===== src/rtl/switch_box_config_loader.sv =====
// switch_box_config_loader: streams config words into a shadow register and commits the full switch box vector atomically.
module switch_box_config_loader #(
  parameter int W = 8,
  parameter int DW = 16
) (
  input  logic                                  clk,
  input  logic                                  rst,
  input  logic                                  start,
  input  logic                                  abort,
  input  logic [DW-1:0]                         cfg_data,
  input  logic                                  cfg_valid,
  output logic                                  cfg_ready,
  output logic [W*8-1:0]                        c_out,
  output logic                                  busy,
  output logic                                  done,
  output logic [$clog2((W*8+DW-1)/DW+1)-1:0]    word_cnt
);
  localparam int CW = W * 8;
  localparam int NW = (CW + DW - 1) / DW;
  localparam int CNTW = $clog2(NW + 1);
  localparam logic [CNTW-1:0] LAST = CNTW'(NW - 1);
  typedef enum logic [1:0] {IDLE, LOAD, COMMIT} state_t;
  state_t state, state_nx;
  logic [CW-1:0] shadow, shadow_nx;
  logic beat;
  assign cfg_ready = state == LOAD;
  assign beat = cfg_ready && cfg_valid && !abort;
  // bits of the current word beyond CW simply have no destination, which drops them on the final beat
  for (genvar i = 0; i < CW; i++) begin : g_bit
    assign shadow_nx[i] = (word_cnt == CNTW'(i / DW)) ? cfg_data[i % DW] : shadow[i];
  end
  always_comb begin
    state_nx = state;
    state_nx = state == IDLE ? (start ? LOAD : IDLE) :
               state == LOAD ? (abort ? IDLE : (beat && word_cnt == LAST) ? COMMIT : LOAD) :
               IDLE;
  end
  always_ff @(posedge clk) begin
    if (rst) begin
      state    <= IDLE;
      shadow   <= '0;
      c_out    <= '0;
      busy     <= 1'b0;
      done     <= 1'b0;
      word_cnt <= '0;
    end else begin
      state <= state_nx;
      busy  <= state_nx != IDLE;
      done  <= state == COMMIT;
      if (state == COMMIT) c_out <= shadow;
      if (state == IDLE && start) begin
        shadow   <= '0;
        word_cnt <= '0;
      end
      if (state == LOAD && abort) word_cnt <= '0;
      if (beat) begin
        shadow   <= shadow_nx;
        word_cnt <= word_cnt + 1'b1;
      end
    end
  end
endmodule


===== config.mk =====
export PLATFORM = sky130hd
export DESIGN_NAME = switch_box_config_loader
export DESIGN_NICKNAME = d
export VERILOG_FILES = /design/src/rtl/switch_box_config_loader.sv
export SDC_FILE = /design/constraint.sdc
export NUM_CORES = 1
export LEC_CHECK = 0
export CORE_MARGIN = 2
export CORE_UTILIZATION = 47
export DETAILED_ROUTE_END_ITERATION = 8
export PLACE_DENSITY_LB_ADDON = 0.05
export REMOVE_ABC_BUFFERS = 1
export SYNTH_ARGS = -nofsm -noshare
export SYNTH_HDL_FRONTEND = slang
export SYNTH_SLANG_ARGS = --single-unit

===== constraint.sdc =====
create_clock -name clk -period 1.54 [get_ports clk]
set_input_delay 0.308 -clock clk [delete_from_list [all_inputs] [get_ports clk]]
set_output_delay 0.308 -clock clk [all_outputs]
set_load 0.005 [all_outputs]

==> run summary <==
=====================================================================================
Number of design rule violations left after detail routing                          0
Leakage power of the design                                                   3.01 nW
Post-synth top flop                                                           dfxtp_1
Number of synthesized flops with an enable pin                                      0
Run status                                                               complete, no violations
Proportion of synthesized chip area in sequential cells                         0.524
Critical path's top delay family                                         buffers and inverters
Pins over their slew limit                                                          0
Grt total ovfl                                                                      0
Final cycle utilization of the critical path                                    0.982
Class of the most critical hold timing path                                 in -> reg
Slowest CP cell                                                               dfxtp_4
Largest vdd supply drop                                                      0.628 mV
Share of async-settable or async-resettable flops after synthesis                   0
Deepest clock path buffer count                                                     2
Clk_skew                                                                      5.73 ps
Complex-gate fraction of the synthesized area                                  0.0786
Tot GR Track Use                                                                0.204
Leading cell types in the layout, fill and taps excluded                 129 x nand2_1, 124 x dfxtp_1, 67 x nand2b_1, 67 x dlygate4sd2_1, 66 x a21oi_1
Drt first-iter violations                                                         149
Share of synthesized area spent on multiplexers                                 0.124
Post-DP HPWL                                                             7200 microns
Category of the most critical setup path                                   reg -> reg
Max Freq                                                                      661 MHz
Effective utilization at floorplan                                              0.478
Crit path setup slack, layout                                                 27.2 ps
Final Cell Area                                                          0.00710 sq mm
Number of register bits inferred by synthesis                                     135
Number of failing hold endpoints at the final stage                                 0
Largest net degree at the start of global routing                                  81
Setup repair after global routing missed its margin                              true
Number of vias in the routed layout                                              3982
Die width                                                                 109 microns
Slew at the pin with the worst max-slew slack                                  513 ps
Normalized max-slew margin                                                      0.657
Xor and xnor fraction of the mapped netlist area                                    0
Die area                                                                 0.0118 sq mm
TritonCTS clock tree                                                              yes
Routed length per instance                                               14.3 microns
RR Endpoint                                                                shadow[25]
Number of failing setup endpoints in the final timing report                        0
Synthesized instance count                                                        549
Post-Place Cell Area                                                     0.00642 sq mm
Worst Setup Start Kind                                                       register
Post-synthesis share of cell area spent on and, or, nand and nor gates          0.222
Worst path buffer plus inverter count                                               3
Clock transition at the registers of the reported paths                         60 ps
Number of antenna diodes                                                            0
Number of antenna violations at the first check in global routing                   0
Clock Root Buffer                                                            clkbuf_8
Source of the worst register-to-register timing path                         state[0]
Dominant combinational cell family by area after synthesis               simple AND/OR/NAND/NOR gates
Total number of nets in the final design                                          674
Logic depth of the worst register-to-register path                                  6
Via count normalized by instance count                                           4.97
Area of the mapped netlist                                               0.00516 sq mm
Pre-CTS worst setup slack                                                     -412 ps
Port buffer count                                                                  90
WHS Path Cells                                                                      3
Routability congestion estimate                                                 0.815
Wire length reported by the detailed router                              11400 microns
Critical path arrival                                                         1960 ps
Cell area power density                                                  1190 mW/mm^2
Area of the core                                                         0.0108 sq mm
Clock H-tree levels                                                                 4
Final setup TNS                                                                  0 ps
CP required                                                                   1980 ps
Final min period                                                              1510 ps
WHS Endpoint                                                                c_out[23]
Placement row count                                                                38
Number of max-capacitance violations reported                                       0
Growth of design area from synthesis to finish                                  37.6%
Max incr delay on CP                                                           350 ps
Worst reg2reg setup slack                                                       30 ps
Height of the chip                                                        109 microns
Startpoint of the most critical hold path                                         rst
Synth unique cells                                                                 28
Most common library cell in the layout ignoring fill and taps                 nand2_1
Avg Synthesized Cell Area                                                  9.39 sq um
Worst Path Max Fanout                                                               9
Worst-skew pair later-pin latency                                              510 ps
Vias in the first global route                                                   3771
Number of hold buffers added after cts                                              0
Area share of fa/ha/maj cells after synthesis                                  0.0121
Critical Path End Type                                                       register
Number of warnings printed during yosys synthesis                                   0
Clock Sink Count                                                                  135
Final antenna-violating net count                                                   0
Clock buffers created by TritonCTS                                                 17
Global-route wire length before repair                                   18500 microns
Iteration count of the initial detailed-routing pass                                4
Sequence of cells on the critical path                                   buf_6 -> nor4b_4 -> buf_4 -> a31oi_4 -> clkbuf_16 -> mux2i_1
Overall power consumption                                                   0.00845 W
Share of cells above drive strength 1                                           0.124
Top-Level Pins                                                                     91
=====================================================================================
[registers in the layout, indices dropped and copies added (netlist names)]
| register | count |
|---|---|
| done | 1 |
| c_out | 64 |
| word_cnt | 3 |
| state | 2 |
| busy | 1 |
| shadow | 64 |
[where the power goes]
part | leakage [nW] | internal, W | switching (W)
combinational | 1.60 | 0.000255 | 0.000206
clock | 0.314 | 0.00299 | 0.00148
sequential | 1.09 | 0.00351 | 0.0000110
total | 3.01 | 0.00676 | 0.00169
[layer usage]
layer,share of wire,wire [microns],track usage
met4,0.0067,76,0.0714
met1,0.50,5760,0.285
met2,0.45,5130,0.305
met3,0.040,454,0.0520
met5,0,0,0
[area by class of cell]
type	count	area, sq um
inverters	3	11.3
fillers	892	3700
repair buffers	120	1220
clock buffers	19	432
multi-input cells	371	2300
clock inverters	13	226
flip-flops and latches	135	2720
well taps	140	175
[worst max-delay path by stage]
stage / from / end / slack, ps / cells after the start
detailed placement: abort / shadow[19] / -410 / 5
CTS: state[0] / cfg_ready / 5 / 2
global route: state[1] / shadow[26] / -50 / 5
floorplan: state[1] / c_out[0] / -1430 / 3
finish: state[0] / shadow[25] / 30 / 6
global placement: abort / shadow[17] / -380 / 5
[timing repair]
action / 4_1_cts / 5_1_grt
buffers inserted: 3 / 2
gates resized for setup: 86 / 11
setup endpoints to repair: 123 / 70
gates cloned: 0 / 1
pin swaps: 1 / 3
[synthesized netlist by cell type, drive strengths merged, types with 2 or more instances]
cell type | instances | area share
nand3b | 16 | 0.023
ha | 5 | 0.012
a31oi | 3 | 0.0073
o21ai | 3 | 0.0029
nor3b | 3 | 0.0053
inv | 3 | 0.0022
nor2b | 2 | 0.0024
mux2i | 64 | 0.12
nor3 | 2 | 0.0019
buf | 22 | 0.024
nand2 | 129 | 0.094
clkbuf | 18 | 0.013
a21oi | 66 | 0.064
nand2b | 68 | 0.083
dfxtp | 135 | 0.52
nor2 | 2 | 0.0015
[worst register-to-register path: stages, from the launching register on]
cell       delay [ps]
dfxtp_4           350
buf_6             130
nor4b_4           120
buf_4             170
a31oi_4           280
clkbuf_16         210
mux2i_1           180
[cells by family (layout without fill, tap and decap cells)]
| family | after synthesis | after routing |
|---|---|---|
| AOI/OAI and AO/OA | 75 | 75 |
| adders and majority gates | 5 | 5 |
| buffers and inverters | 43 | 155 |
| DFF | 135 | 135 |
| muxes | 64 | 64 |
| and+or+nand+nor | 227 | 227 |
[stage by stage]
stage	instances	util	hold WS [ps]
after floorplan	509	-	377
after CTS	799	0.652	245
final	801	0.658	267
after global routing	801	0.658	278
after global placement	764	0.595	440
after detailed placement	764	0.595	446
Note: power is estimated with default switching activity, not from simulation.
